===== config.mk =====
export PLATFORM = sky130hd
export DESIGN_NAME = wb_row_arbiter
export DESIGN_NICKNAME = d
export VERILOG_FILES = /design/src/rtl/wb_row_arbiter.sv
export SDC_FILE = /design/constraint.sdc
export NUM_CORES = 1
export LEC_CHECK = 0
export CORE_UTILIZATION = 51
export CTS_CLUSTER_SIZE = 30
export DETAILED_ROUTE_END_ITERATION = 10
export DONT_BUFFER_PORTS = 1
export GPL_TIMING_DRIVEN = 0
export PLACE_DENSITY = 0.72
export SLEW_MARGIN = 20
export SYNTH_ARGS = -nofsm -noshare
export SYNTH_HDL_FRONTEND = slang
export SYNTH_SLANG_ARGS = --single-unit
export TNS_END_PERCENT = 10

===== constraint.sdc =====
create_clock -name clk -period 5.33 [get_ports clk]
set_clock_uncertainty 0.2 [all_clocks]
set_input_delay 0.533 -clock clk [delete_from_list [all_inputs] [get_ports clk]]
set_output_delay 0.533 -clock clk [all_outputs]
set_load 0.1 [all_outputs]

===== src/rtl/wb_row_arbiter.sv =====
`default_nettype none
// ============================================================================
//  Module      : wb_row_arbiter
//  Description : Round-robin arbiter that funnels the per-row write-back
//                streams of the PE matrix into the single write port of the
//                feature-map buffer. One beat per grant, one independent
//                write-address counter per row, and a one-cycle layer_done
//                pulse once every row has finished and the output stage has
//                drained.
//  Revision    : 1.0  initial release
// ----------------------------------------------------------------------------
//  Parameters
//    NUM_ROW    number of requesting rows
//    DATA_W     write-back data width
//    ADDR_W     feature-map buffer address width
//  Ports
//    clk, rst           clock, synchronous active-high reset
//    start              pulse: load base_addr/row_stride, enter RUN (IDLE only)
//    base_addr          address of row 0's first beat
//    row_stride         address offset between consecutive rows' regions
//    row_valid/data     per-row write-back stream (row i at [i*DATA_W +: DATA_W])
//    row_ready          per-row accept, one-hot or zero
//    row_finish         per-row finish pulse
//    wr_valid/addr/data registered buffer write request
//    wr_ready           buffer accepts the write
//    busy               high while in RUN
//    layer_done         one-cycle completion pulse
//  Optional feature (macro WB_ROW_ARB_PERF_EN)
//    stall_cnt          saturating count of RUN cycles with wr_valid && !wr_ready
// ============================================================================
module wb_row_arbiter #(
   parameter int NUM_ROW = 8,
   parameter int DATA_W  = 8,
   parameter int ADDR_W  = 12
) (
   input  logic                        clk,
   input  logic                        rst,
   input  logic                        start,
   input  logic [ADDR_W-1:0]           base_addr,
   input  logic [ADDR_W-1:0]           row_stride,
   input  logic [NUM_ROW-1:0]          row_valid,
   input  logic [NUM_ROW*DATA_W-1:0]   row_data,
   output logic [NUM_ROW-1:0]          row_ready,
   input  logic [NUM_ROW-1:0]          row_finish,
   output logic                        wr_valid,
   output logic [ADDR_W-1:0]           wr_addr,
   output logic [DATA_W-1:0]           wr_data,
   input  logic                        wr_ready,
   output logic                        busy,
   output logic                        layer_done
`ifdef WB_ROW_ARB_PERF_EN
   ,
   output logic [31:0]                 stall_cnt
`endif
);

   localparam int c_IDX_W = (NUM_ROW > 1) ? $clog2(NUM_ROW) : 1;

   typedef enum logic [1:0] {
      S_IDLE = 2'd0,
      S_RUN  = 2'd1,
      S_DONE = 2'd2
   } state_t;

   state_t                r_state;
   state_t                w_state_nxt;

   logic [c_IDX_W-1:0]    r_last_grant;
   logic [ADDR_W-1:0]     r_addr_cnt [NUM_ROW];
   logic [NUM_ROW-1:0]    r_fin;

   logic                  w_can_load;
   logic                  w_any_valid;
   logic [c_IDX_W-1:0]    w_grant_idx;
   logic                  w_xfer;
   logic                  w_load;
   logic [ADDR_W-1:0]     w_sel_addr;
   logic [DATA_W-1:0]     w_sel_data;

   // ------------------------------------------------------------------------
   // Round-robin search: scan from last_grant+1 upward, wrapping, and take
   // the first valid row. Starting the scan just past the previous winner is
   // what gives every row a fair turn.
   // ------------------------------------------------------------------------
   always_comb begin
      int v_idx;
      w_any_valid = 1'b0;
      w_grant_idx = r_last_grant;
      v_idx       = 0;
      for (int k = 1; k <= NUM_ROW; k++) begin
         v_idx = int'(r_last_grant) + k;
         if (v_idx >= NUM_ROW) begin
            v_idx = v_idx - NUM_ROW;
         end
         if (!w_any_valid && row_valid[v_idx]) begin
            w_any_valid = 1'b1;
            w_grant_idx = c_IDX_W'(v_idx);
         end
      end
   end

   // The output stage can take a new beat when empty or retiring this cycle,
   // which allows back-to-back beats at full throughput.
   assign w_can_load = !wr_valid || wr_ready;
   assign w_xfer     = (r_state == S_RUN) && w_can_load && w_any_valid;
   assign w_load     = (r_state == S_IDLE) && start;

   assign row_ready  = w_xfer ? (NUM_ROW'(1) << w_grant_idx) : '0;
   assign w_sel_addr = r_addr_cnt[w_grant_idx];
   assign w_sel_data = row_data[w_grant_idx*DATA_W +: DATA_W];

   assign busy       = (r_state == S_RUN);
   assign layer_done = (r_state == S_DONE);

   // ------------------------------------------------------------------------
   // FSM: state register
   // ------------------------------------------------------------------------
   always_ff @(posedge clk) begin
      if (rst) begin
         r_state <= S_IDLE;
      end else begin
         r_state <= w_state_nxt;
      end
   end

   // ------------------------------------------------------------------------
   // FSM: next state. Completion looks at the registered sticky bits, so a
   // finish pulse is seen the cycle after it arrives; the output stage must
   // also be empty so the last beat has reached the buffer.
   // ------------------------------------------------------------------------
   always_comb begin
      w_state_nxt = r_state;
      case (r_state)
         S_IDLE: begin
            if (start) begin
               w_state_nxt = S_RUN;
            end
         end
         S_RUN: begin
            if ((&r_fin) && !wr_valid) begin
               w_state_nxt = S_DONE;
            end
         end
         S_DONE: begin
            w_state_nxt = S_IDLE;
         end
         default: begin
            w_state_nxt = S_IDLE;
         end
      endcase
   end

   // ------------------------------------------------------------------------
   // Per-row address counters and sticky finish flags
   // ------------------------------------------------------------------------
   generate
      for (genvar i = 0; i < NUM_ROW; i++) begin : g_row
         always_ff @(posedge clk) begin
            if (rst) begin
               r_addr_cnt[i] <= '0;
            end else if (w_load) begin
               // Row regions laid out at base + i*stride, wrapping in the
               // buffer address space.
               r_addr_cnt[i] <= base_addr + ADDR_W'(i) * row_stride;
            end else if (w_xfer && (w_grant_idx == c_IDX_W'(i))) begin
               r_addr_cnt[i] <= r_addr_cnt[i] + ADDR_W'(1);
            end
         end

         always_ff @(posedge clk) begin
            if (rst) begin
               r_fin[i] <= 1'b0;
            end else if (w_load) begin
               r_fin[i] <= 1'b0;
            end else if ((r_state == S_RUN) && row_finish[i]) begin
               r_fin[i] <= 1'b1;
            end
         end
      end
   endgenerate

   // ------------------------------------------------------------------------
   // Round-robin pointer: only moves on a transfer, so an idle cycle leaves
   // the priority order untouched.
   // ------------------------------------------------------------------------
   always_ff @(posedge clk) begin
      if (rst) begin
         r_last_grant <= c_IDX_W'(NUM_ROW - 1);
      end else if (w_xfer) begin
         r_last_grant <= w_grant_idx;
      end
   end

   // ------------------------------------------------------------------------
   // Output stage: single register, held while the buffer stalls.
   // ------------------------------------------------------------------------
   always_ff @(posedge clk) begin
      if (rst) begin
         wr_valid <= 1'b0;
         wr_addr  <= '0;
         wr_data  <= '0;
      end else if (w_xfer) begin
         wr_valid <= 1'b1;
         wr_addr  <= w_sel_addr;
         wr_data  <= w_sel_data;
      end else if (wr_ready) begin
         wr_valid <= 1'b0;
      end
   end

`ifdef WB_ROW_ARB_PERF_EN
   // ------------------------------------------------------------------------
   // Back-pressure statistics: RUN cycles where the buffer refuses a beat.
   // ------------------------------------------------------------------------
   always_ff @(posedge clk) begin
      if (rst) begin
         stall_cnt <= '0;
      end else if (w_load) begin
         stall_cnt <= '0;
      end else if ((r_state == S_RUN) && wr_valid && !wr_ready &&
                   (stall_cnt != 32'hFFFF_FFFF)) begin
         stall_cnt <= stall_cnt + 32'd1;
      end
   end
`endif

endmodule
`default_nettype wire


Yosys cells after proc, flatten, opt, wreduce, memory -nomap -nowiden
Memories as Yosys holds them, arrays and structs flattened. A register that Yosys moved wholly into a read port is not among the register bits.
Cells that the tools add are included.
{ "op_classes": {"n_reduce_logical": 42, "bitwise": 16, "multipliers": 4, "addsub": 31, "n_eq_ne": 11, "mux": 107, "order_cmp": 16, "shift": 2} }
{ "op_table": {"columns": ["operator", "n"], "rows": [
  ["$lt A32 B5 Y1 const B", 8],
  ["$mux W32", 8],
  ["$mux W12", 16],
  ["$add A12 B1 Y12 const B", 8],
  ["$add A12 B12 Y12", 7],
  ["$shiftx A64 B7 Y8", 1],
  ["$mux W1", 63],
  ["$sub A4 B4 Y5 const B", 7],
  ["$ge A4 B4 Y1 const B", 7],
  ["$logic_and A1 B1 Y1", 27],
  ["$bmux W1 S3", 8],
  ["$mul A3 B12 Y12 const A", 2],
  ["$mux W3", 8],
  ["$add A3 B3 Y4 const B", 4],
  ["$or A1 B1 Y1", 16],
  ["$eq A3 B3 Y1 const B", 4],
  ["$mul A2 B12 Y11 const A", 1],
  ["$mul A2 B12 Y12 const A", 1],
  ["$add A3 B2 Y4 const B", 2],
  ["$logic_not A1 Y1", 8],
  ["$mux W8", 1],
  ["$reduce_and A8 Y1", 1],
  ["$shl A1 B3 Y8 const A", 1],
  ["$eq A3 B2 Y1 const B", 2],
  ["other kinds (17)", 18]
]} }
{ "word_totals": {"register_bits": 22, "ramBits": 96, "memories": 1, "wordCells": 242} }
{ "mem_list": {"columns": ["name", "depth", "word_bits", "read_ports", "rd_ports_with_merged_regs", "wr", "line", "rtl"], "rows": [
  ["r_addr_cnt", 8, 12, 9, 1, 8, "69", "logic [ADDR_W-1:0] r_addr_cnt [NUM_ROW];"]
]} }

Depth between registers and ports, before layout
Gate-level depths: netlist of run 1.
{ "depth": {"ltp_word": 35, "ltp_mapped": 16} }

Worst setup path before layout of run 1
OpenSTA, ideal clock, no wires.
{ "synth_timing": {"path_type": "register -> register", "startpoint": "register r_last_grant[0]", "endpoint": "memory r_addr_cnt[2][0] (enable)", "slack_ps": -1374, "path_buffers": 4, "synth_period_minus_slack_ps": 6704, "arrival_time_ps": 6144, "required_ps": 4771, "path_stages_with_launch": 15, "cell_sequence": "dfxtp_1 > buf_2 > inv_1 > ha_1 > clkbuf_1 > mux4_2 > mux2_2 > a21boi_1 > o21ai_0 > a21oi_2 > xnor2_4 > buf_4 > buf_4 > nor3_1 > nand2b_1"} }
{ "synth_rtl": {"columns": ["item", "line", "rtl"], "rows": [
  ["start: declaration", "68", "logic [c_IDX_W-1:0] r_last_grant;"],
  ["start signal: assignment", "188", "r_last_grant <= c_IDX_W'(NUM_ROW - 1);"],
  ["start signal: assignment", "190", "r_last_grant <= w_grant_idx;"],
  ["end: declaration", "69", null]
]} }

Worst setup path after layout of run 1
{ "layout_timing": {"startpoint": "register r_last_grant[0]", "endpoint": "output row_ready[3]"} }
{ "layout_via": {"elab_chain_len": 30, "elab_cells_between_ends": 89, "classes_between": "add/sub (16); order compare (8); shift (1); mux (49); reduce/logical (15)"} }
{ "layout_lines": {"columns": ["item", "line", "rtl"], "rows": [
  ["$add A3 B1 Y4", "91", "v_idx = int'(r_last_grant) + k;"],
  ["$sub A4 B4 Y5 or $ge A4 B4 Y1 (tied branches)", "93, 92", null],
  ["$mux W32", "92", "if (v_idx >= NUM_ROW) begin"],
  ["$bmux W1 S3", "95", "if (!w_any_valid && row_valid[v_idx]) begin"],
  ["$mux W1 (implied by the code) (2 in a row)", "95", null],
  ["$mux W1", "95", null],
  ["$logic_not A1 Y1", "95", null],
  ["$logic_and A1 B1 Y1", "95", null],
  ["(+13 left out)", null, null],
  ["$logic_not A1 Y1", "95", null],
  ["$logic_and A1 B1 Y1", "95", null],
  ["$mux W1", "95", null],
  ["$logic_not A1 Y1", "95", null],
  ["$logic_and A1 B1 Y1", "95", null],
  ["$mux W3 or $mux W1 (tied branches)", "95", null],
  ["$shl A1 B3 Y8 or $logic_and A1 B1 Y1 (tied branches)", "108, 105", null],
  ["$mux W8 *", "108", "assign row_ready = w_xfer ? (NUM_ROW'(1) << w_grant_idx) : '0;"],
  ["end: declaration", "43", "output logic [NUM_ROW-1:0] row_ready,"]
]} }
Every way passes the cells marked *; elsewhere a longest branch is shown, timed or not. The select of a mux whose other input is x is not followed.

==> results of run 1 <==
## critical path: stages (launching register included)
cell and delay [ns]:
dfxtp_4 0.41, buf_12 0.16, clkinvlp_4 0.13, ha_4 0.29, clkbuf_8 0.17, mux4_2 0.58, mux2_4 0.34, mux2i_1 0.13
a211oi_1 0.27, a211oi_1 0.09, or3_1 0.34, buf_4 0.20, nor3_4 0.92
## Yosys cell counts (25+ instances only)
cell type	count	share of area
inv_1	133	0.041
a21oi_1	67	0.027
o21bai_1	27	0.017
dfxtp_1	34	0.056
o22ai_1	67	0.034
ha_1	99	0.10
nand3_1	49	0.020
clkbuf_1	25	0.0077
xor2_1	58	0.041
nor2_1	74	0.023
fa_1	44	0.072
nand2_1	134	0.041
xnor2_1	98	0.070
edfxtp_1	96	0.24
o21ai_0	52	0.021
## sequential cells by signal, indices dropped and copies added, names as in the netlist
| signal | flops |
|---|---|
| r_last_grant | 3 |
| r_fin | 8 |
| wr_valid | 1 |
| r_state | 2 |
| wr_data | 8 |
| r_addr_cnt | 96 |
| wr_addr | 12 |
## layout make-up
class / count / share of cell area
multi-input combinational: 988 / 0.6017
sequential: 130 / 0.2656
inverter: 133 / 0.03744
clock buffer: 19 / 0.03223
tap: 319 / 0.02971
buffer: 49 / 0.02096
clock inverter: 13 / 0.009407
timing repair buffer: 4 / 0.002235
antenna: 4 / 0.0007451
## stage by stage
stage               TNS (ns)  hold WS (ns)  total power [mW]
floorplan             -3.970        0.2364             4.147
global placement     -123.22        0.2482             4.945
detailed placement    -74.88        0.2577             5.017
CTS                        0       0.04654             6.253
global route               0       0.04534             6.701
finish                     0       0.04010             6.401
## cell usage in the layout (no fill, tap or decap), drive strengths merged, types with 3 or more instances in the layout
cell	count
inv	137
a21oi	69
or3	6
dfxtp	34
nand2	134
nand4	7
o32ai	7
xor2	58
mux2i	12
o21bai	27
clkbuf	42
a21o	13
buf	30
a311oi	19
a211oi	3
clkinvlp	4
diode	4
nor2	75
nor3	7
fa	44
edfxtp	96
and3	23
clkinv	4
o22ai	67
nand3	50
o21ai	56
nand2b	12
o211a	8
nor2b	7
a31o	6
xnor2	100
or2	4
ha	99
and2	5
a311o	7
a21boi	8
mux4	29
mux2	6
## final timing paths
| path | slack [ns] | end | from |
|---|---|---|---|
| worst max-delay path | 0.15 | row_ready[3] | r_last_grant[0] |
| worst min-delay path | 0.04 | r_fin[2] | row_finish[2] |
| worst max register to register | 0.28 | r_addr_cnt[3][3] | r_last_grant[0] |
| worst min register to register | 0.27 | r_fin[3] | r_fin[3] |
## report_power, final
part | switching, mW | internal, mW | total, mW
clock network | 0.504 | 0.650 | 1.15
registers | 0.586 | 1.34 | 1.92
logic | 2.05 | 1.28 | 3.33
## metal layers
| metal | vias up | track usage |
|---|---|---|
| li1 | 4713 | - |
| met1 | 4985 | 0.4085 |
| met2 | 559 | 0.4995 |
| met3 | 93 | 0.06608 |
| met4 | 0 | 0.1345 |
| met5 | - | 0 |
## kinds of logic after synthesis
| group | Yosys count | synth area share |
|---|---|---|
| adder cells (fa/ha/maj) | 143 | 0.1730 |
| AND/OR/NAND/NOR | 336 | 0.1260 |
| AO/OA/AOI/OAI | 304 | 0.1640 |
| multiplexers | 47 | 0.07109 |
| XOR/XNOR | 158 | 0.1151 |
| flip-flops | 130 | 0.2909 |
| buffers and inverters | 182 | 0.05975 |
## repair_timing
item / in CTS / in global routing
pin swaps: 3 / 6
buffers inserted: 3 / 0
gates resized for setup: 25 / 16
endpoints found under the setup margin: 191 / 54
==> impl_results.md, run 1 <==
- Chip height: 157.0 µm
- CORE AREA: 23540 µm²
- Core Rows: 56
- PortBufs: 0
- Met1 WL: 15090 µm
- Initial antenna violation count: 5
- Total vias in the final route: 10350
- Reg2reg path depth: 13
- Fmax: 0.1931 GHz
- Dpl hpwl: 29410 µm
- Filler Cell Count: 2081
- # IOs: 139
- Max-Slew Margin vs Limit: 0.2353
- Average size of a mapped cell: 9.422 µm²
- Mapped Cells: 1300
- Clk slew on worst S/H paths: 0.06 ns
- DRT Wirelength: 37330 µm
- Worst-skew pair later-pin latency: 0.43 ns
- Share of layout cells above drive strength 1: 0.09805
- Net Count, Synth: 1551
- CP startpoint kind: flop
- Clock Sink Count: 130
- Crit share post-route: 0.9717
- Highest metal used: met4
- FFs w/ async S/R, synth: 0
- Max H-tree Level: 4
- Worst Max-Slew Pin Slew: 1.145 ns
- DP Cell Count: 1620
- Grt total ovfl: 0
- Nets: 1574
- Final Core Density: 0.5706
- Multi-input gate area in the final layout: 8083 µm²
- # DRC: 0
- Pwr Density: 476.5 nW/µm²
- Worst VDD drop: 0.3421 mV
- Design Area, Final: 13430 µm²
- Reg area: 3568 µm²
- Placed inst area: 12700 µm²
- Root buffer cell: clkbuf_16
- First-pass GRT wire length: 56810 µm
- Register area share after synthesis: 0.2909
- WL/cell: 22.50 µm
- HP Class: in -> reg
- PnR worst setup slack: 0.1506 ns
- Die footprint: 24640 µm²
- MaxCap Viol Count: 0
- Router iterations before antenna repair: 8
- Post-synth EDFFs: 96
- Cell area after synthesis: 12250 µm²
- Final Non-Filler Cells: 1659
- Area growth from synthesis to layout: 9.673%
- GRT Total Usage: 0.3124
- Netlist cell types: 68
- Hold depth: 2
- Final Critical Period: 5.179 ns
- Worst Path Required: 4.60 ns
- Run status: completed
- WL met2: 17250 µm
- CP Class: reg -> out
- RSZ-0062 raised after global routing: no
- CTS tree: built
- Vias in the first global route: 9764
- Num CTS Buffers: 17
- Static leakage: 5.401 nW
- Ys flop type: edfxtp_1
- Initial core utilization: 0.5203
- Initial DRC count: 1192
- Gpl congestion: 0.9848
- Buffer levels on the longest clock path: 2
- #FFs+latches synth: 130
- Die X: 157.0 µm
- Setup WS pre-CTS: -0.9680 ns
- Hold buffers post-CTS: 0
- Vias/cell: 6.239
- CP max FO: 10
- Final Slew Violations: 0
- Ys Warns: 0
- Number of routed nets with antenna violations: 0
- Crit. End Element: output pin
- Final hold violations: 0
- Largest net degree at the start of global routing: 17
- Wire length on met3: 3589 µm
- Setup Viol. Count Final: 0
- CP arrival: 4.45 ns
Note: power is estimated with default switching activity, not from simulation.
==> inputs of run 2 (changes only) <==
Settings changed: ABC_AREA set to 1.
==> run 2 against run 1 <==
  * Synthesized cell count grew 49%
  * Register-to-register slack improved by 0.41 ns
  * Routed wire length is 15% higher
  * Largest cell class unchanged
  * Design area is 7.2% higher
  * Clock-buffer cell count fell by 2
  * Sequential power decreased by 6%
  * Critical path depth is 5 higher
  * Fmax increased by 6.6%
==> impl_results.md, run 2 <==
- # IOs: 139
- Root buffer cell: clkbuf_16
- Fmax: 0.2059 GHz
- Top cells by area, synth: edfxtp_1 21%, nand2_1 17%, ha_1 9.2%
- Mapped Cells: 1934
- Placed inst area: 13840 µm²
- Setup WS pre-CTS: 0.7357 ns
- Post-synth EDFFs: 96
- CORE AREA: 25470 µm²
- Ys flop type: edfxtp_1
- PnR worst setup slack: 0.4729 ns
- Worst Min Path Start: row_finish[4]
- Synth cell count leaders: 609 x nand2_1, 242 x inv_1, 210 x nand3_1, 123 x nor2_1, 99 x ha_1
- CP arrival: 4.12 ns
- Clock Sink Count: 130
- Area growth from synthesis to layout: 7.379%
- Run status: completed
- Design Area, Final: 14400 µm²
- Hold buffers post-CTS: 0
- Number of routed nets with antenna violations: 0
- Worst Hold Endpoint: r_fin[4]
- Largest register FFs: 96
- Setup Fix Bufs, Post-CTS: 0
- Gpl congestion: 0.9792
- Commonest non-fill, non-tap cell in the layout: nand2_1
- Reg2reg end: r_addr_cnt[5][1]
- Crit share post-route: 0.9113
- RSZ-0062 raised after global routing: no
- Initial antenna violation count: 0
- Max-Slew Margin vs Limit: 0.2810
- Dpl hpwl: 33830 µm
- Slowest-stage cell, CP: inv_1
- Netlist cell types: 40
- CTS tree: built
- Worst Path Required: 4.60 ns
- PortBufs: 0
- Die X: 164.2 µm
- Max H-tree Level: 4
- Hold depth: 2
- Grt total ovfl: 0
- FFs w/ async S/R, synth: 0
- Worst Max-Slew Pin Slew: 1.077 ns
- RR Startpoint: r_last_grant[1]
- Final Slew Violations: 0
- CP Class: reg -> out
- WP buf/inv: 6
- Core Rows: 58
- Die footprint: 26950 µm²
- Static leakage: 7.049 nW
- Router iterations before antenna repair: 8
- Top delay family on crit path: simple AND/OR/NAND/NOR gates
- Diodes inserted: 0
- Buffer levels on the longest clock path: 2
- Vias/cell: 5.636
- Reg2reg path depth: 18
- Hold slack final: 0.03493 ns
- GRT Total Usage: 0.3269
- Total vias in the final route: 12950
- Initial core utilization: 0.5266
- Crit. End Element: output pin
- Most frequent cells in the layout: 609 x nand2_1, 242 x inv_1, 210 x nand3_1
- Slowest stage delay, CP: 0.64 ns
- Initial DRC count: 1198
- Num CTS Buffers: 17
- DRT Wirelength: 42930 µm
- Nets: 2205
- Fin Setup TNS: 0 ns
- WL/cell: 18.69 µm
- Vias in the first global route: 11950
- Area leader, netlist: edfxtp_1
- Top-area cell type share of the netlist area: 0.2149
- Worst-skew pair later-pin latency: 0.44 ns
- Final hold violations: 0
- MaxCap Viol Count: 0
- #FFs+latches synth: 130
- Pwr Total: 7.060 mW
- Share of layout cells above drive strength 1: 0.06355
- Pwr Density: 490.2 nW/µm²
- Setup Viol. Count Final: 0
- Largest registers: r_addr_cnt (96), wr_addr (12)
- Net Count, Synth: 2185
- Clk slew on worst S/H paths: 0.06 ns
- First-pass GRT wire length: 65210 µm
- Register area share after synthesis: 0.2657
- # DRC: 0
- Cell area after synthesis: 13410 µm²
- Chip height: 164.2 µm
- Ys Warns: 0
- CP max FO: 10
- Most flop-heavy register: r_addr_cnt
- Final Critical Period: 4.857 ns
- Average size of a mapped cell: 6.935 µm²
- Cells resized by post-CTS repair: 0
- Most frequent cell after synthesis: nand2_1
- CP startpoint kind: flop
- R2R Setup Slk: 0.69 ns
- Largest net degree at the start of global routing: 17
- Critical Path Most Common Cell: inv_2
- Worst VDD drop: 0.3049 mV
- Crit-path cells: buf_4 -> inv_2 -> ha_1 -> buf_2 -> inv_2 -> nand3_1 -> nand3_2 -> nand2_2 -> nor2_4 -> nand4_2 -> nor2_4 -> nand3_2 -> nand2_2 -> inv_2 -> nor2_2 -> nand2_1 -> inv_1
- HP Class: in -> reg
run 2: cell families (layout without fill, tap and decap cells):
| family | after synthesis | in the layout | synth area share |
|---|---|---|---|
| xor+xnor | 105 | 105 | 0.06856 |
| simple gates | 1026 | 1026 | 0.3298 |
| compound gates | 202 | 202 | 0.08013 |
| flops | 130 | 130 | 0.2657 |
| buf+inv | 328 | 361 | 0.09785 |
| fa+ha+maj | 143 | 143 | 0.1580 |
run 2: area by class of cell:
class | count | area, µm²
Fill cell | 2520 | 11070
Inverter | 266 | 998.5
Multi-Input combinational cell | 1476 | 8544
Tap cell | 330 | 412.9
Sequential cell | 130 | 3563
Timing Repair Buffer | 1 | 7.507
Buffer | 62 | 315.3
Clock inverter | 15 | 135.1
Clock buffer | 17 | 425.4
run 2: metrics by stage:
stage,instances,utilization
6_report,2297,0.5654
5_1_grt,2297,0.5654
4_1_cts,2297,0.5654
3_5_place_dp,2265,0.5434
3_3_place_gp,2264,0.5428
2_1_floorplan,1934,-
run 2: metal layers:
layer / routed length [µm] / track usage / share of wire / up-vias
li1: - / - / - / 6278
met1: 18160 / 0.4332 / 0.42 / 5931
met2: 19130 / 0.5251 / 0.45 / 639
met3: 4060 / 0.05884 / 0.095 / 97
met4: 1577 / 0.1317 / 0.037 / 0
met5: 0 / 0 / 0 / -
run 2: how the worst max path moves through the flow:
stage / start / to / slack, ns / depth (start not counted)
final: r_last_grant[1] / row_ready[7] / 0.47 / 17
after global routing: r_last_grant[0] / row_ready[7] / 0.25 / 19
after CTS: r_last_grant[1] / row_ready[7] / 0.51 / 17
after detailed placement: r_last_grant[1] / r_addr_cnt[5][6] / 0.74 / 18
after global placement: r_last_grant[0] / r_addr_cnt[5][5] / 0.34 / 18
after floorplan: r_last_grant[0] / r_addr_cnt[5][0] / 1.20 / 18
run 2: power by group:
group          switching [mW]  leakage (nW)  internal (mW)  total [mW]
Combinational            2.85          5.46           1.26        4.11
Clock                   0.503         0.267          0.644        1.15
Sequential              0.483          1.32           1.32        1.81
Total                    3.83          7.05           3.23        7.06
==> inputs of run 3 (changes only) <==
Clock period 5.33 ns to 4.3 ns, I/O delays scaled along.
==> run 3 against run 2 <==
  * Global-route usage is 0.37 points higher
  * Largest cell class unchanged
  * Critical path depth is 3 higher
  * Total power rose by 28%
  * Final cell count increased by 1.1%
  * Non-clock buffer count up 25
  * Sequential cell count did not move
  * Sequential share of layout area fell by 0.65 points
  * First-iteration DRC count down 1.8%
  * Worst hold slack got worse by 0.023 ns
  * Via count grew 0.97%
  * Register-to-register slack got worse by 0.43 ns
  * Routed wire length is 2.2% higher
==> impl_results.md, run 3 (synthesis gave the netlist of run 2 again) <==
- Vias/cell: 5.629
- Die X: 164.2 µm
- Total vias in the final route: 13070
- CP startpoint kind: flop
- Sequential Power Share: 0.248
- CP max FO: 7
- Gate power share: 0.594
- Most flop-heavy register: r_addr_cnt
- Worst Path Required: 3.67 ns
- Final Slew Violations: 0
- Chip height: 164.2 µm
- Number of routed nets with antenna violations: 0
- Max H-tree Level: 4
- DRT Wirelength: 43890 µm
- Static leakage: 7.170 nW
- Fmax: 0.2407 GHz
- CP arrival: 3.52 ns
- DP Cell Count: 2265
- Crit share post-route: 0.9661
- Run status: completed
- Initial core utilization: 0.5266
- MaxCap Viol Count: 0
- Final Critical Period: 4.154 ns
- Num CTS Buffers: 17
- Commonest non-fill, non-tap cell in the layout: nand2_1
- Buffer levels on the longest clock path: 2
- Worst VDD drop: 0.3787 mV
- Net Sw Frac: 0.5408
- Largest register FFs: 96
- CORE AREA: 25470 µm²
- Worst Max-Slew Pin Slew: 1.081 ns
- Largest net degree at the start of global routing: 17
- CTS tree: built
- Setup WS pre-CTS: -0.2943 ns
- Slowest stage delay, CP: 0.35 ns
- Core Rows: 58
- PnR worst setup slack: 0.1457 ns
- Initial DRC count: 1176
- Vias in the first global route: 12030
- Router iterations before antenna repair: 8
- Crit-path cells: buf_6 -> inv_2 -> ha_1 -> buf_6 -> inv_8 -> nand3_4 -> nand3_4 -> nand2_4 -> nor2_4 -> nand4_1 -> nor2_1 -> nor2_1 -> nand2_1 -> nand2_1 -> nand2_2 -> nand2_4 -> buf_4 -> nor2_4 -> nand2_4 -> clkinvlp_4
- Design Area, Final: 14810 µm²
- Clock Sink Count: 130
- Most frequent cells in the layout: 602 x nand2_1, 237 x inv_1, 205 x nand3_1
- GRT Total Usage: 0.3307
- # DRC: 0
- Grt total ovfl: 0
- Initial antenna violation count: 0
- Final hold violations: 0
- First-pass GRT wire length: 65920 µm
- Area growth from synthesis to layout: 10.39%
- Largest registers: r_addr_cnt (96), wr_addr (12)
- Worst-skew pair later-pin latency: 0.44 ns
- Gpl congestion: 0.9792
- PortBufs: 0
- Nets: 2230
- CP Class: reg -> out
- Critical Path Most Common Cell: nand2_4
- Crit. End Element: output pin
- WL/cell: 18.90 µm
- Diodes inserted: 0
- Filler Cell Count: 2480
- HP Class: in -> reg
- Dpl hpwl: 33830 µm
- Psw: 4.885 mW
- Clk slew on worst S/H paths: 0.06 ns
- Slowest-stage cell, CP: dfxtp_1
- Clk network pwr share: 0.158
- Root buffer cell: clkbuf_16
- Pint: 4.148 mW
- Pwr Density: 610.1 nW/µm²
- Final Non-Filler Cells: 2322
- Placed inst area: 13840 µm²
- Setup Viol. Count Final: 0
- # IOs: 139
- Die footprint: 26950 µm²
- Share of layout cells above drive strength 1: 0.07982
- Max-Slew Margin vs Limit: 0.2788
-- run 3: layer usage --
metal / GRT usage / vias to the layer above / part of all wire / wire length (µm)
li1: - / 6335 / - / -
met1: 0.4325 / 6030 / 0.42 / 18560
met2: 0.5409 / 605 / 0.45 / 19740
met3: 0.05884 / 100 / 0.089 / 3904
met4: 0.1279 / 0 / 0.038 / 1681
met5: 0 / - / 0 / 0
-- run 3: timing repair --
item,in CTS,in global routing
setup endpoints to repair,22,35
hold endpoints to repair,9,0
hold buffers,9,0
gates cloned,0,0
setup buffers,7,9
resized for setup,23,22
pin swaps,8,11
-- run 3: power by group through the flow --
stage	logic [mW]	registers, mW	clock network [mW]
CTS	5.17	2.23	1.42
global route	5.98	2.26	1.48
detailed placement	4.99	2.25	0
global placement	4.92	2.24	0
finish	5.37	2.24	1.42
floorplan	3.74	2.16	0
-- run 3: per-stage QoR --
stage | hold slack [ns] | utilization | TNS (ns) | total power [mW]
after floorplan | 0.2303 | - | 0 | 5.900
after global placement | 0.2411 | 0.5428 | -15.85 | 7.159
after detailed placement | 0.2465 | 0.5434 | -3.524 | 7.237
after CTS | 0.01056 | 0.5746 | -0.001573 | 8.817
after global routing | 0.008641 | 0.5813 | -0.09360 | 9.718
final | 0.01239 | 0.5813 | 0 | 9.034
-- run 3: path summary, 6_finish.rpt --
path              startpoint               end  slack [ns]  depth (start not counted)
max          r_last_grant[1]      row_ready[2]        0.15                         20
min             base_addr[2]  r_addr_cnt[0][2]        0.01                          2
max reg2reg  r_last_grant[1]  r_addr_cnt[5][1]        0.26                         20
min reg2reg         r_fin[7]          r_fin[7]        0.26                          2
-- run 3: final cells by class --
cell class	instances	area (µm²)	share of cell area
plain buffers	62	329.1	0.02222
clock buffers	17	425.4	0.02873
clock inverters	15	135.1	0.009126
inverters	266	1031	0.06963
multi-input cells	1476	8688	0.5868
flip-flops and latches	130	3567	0.2409
well taps	330	412.9	0.02789
repair buffers	26	217.7	0.01470
-- run 3: worst max-delay path, delay by kind of cell (launching register included) --
family / cells / cell delay, ns
adder cells (fa/ha/maj): 1 / 0.29
flip-flops: 1 / 0.35
buffers and inverters: 6 / 0.97
AND/OR/NAND/NOR: 13 / 1.46
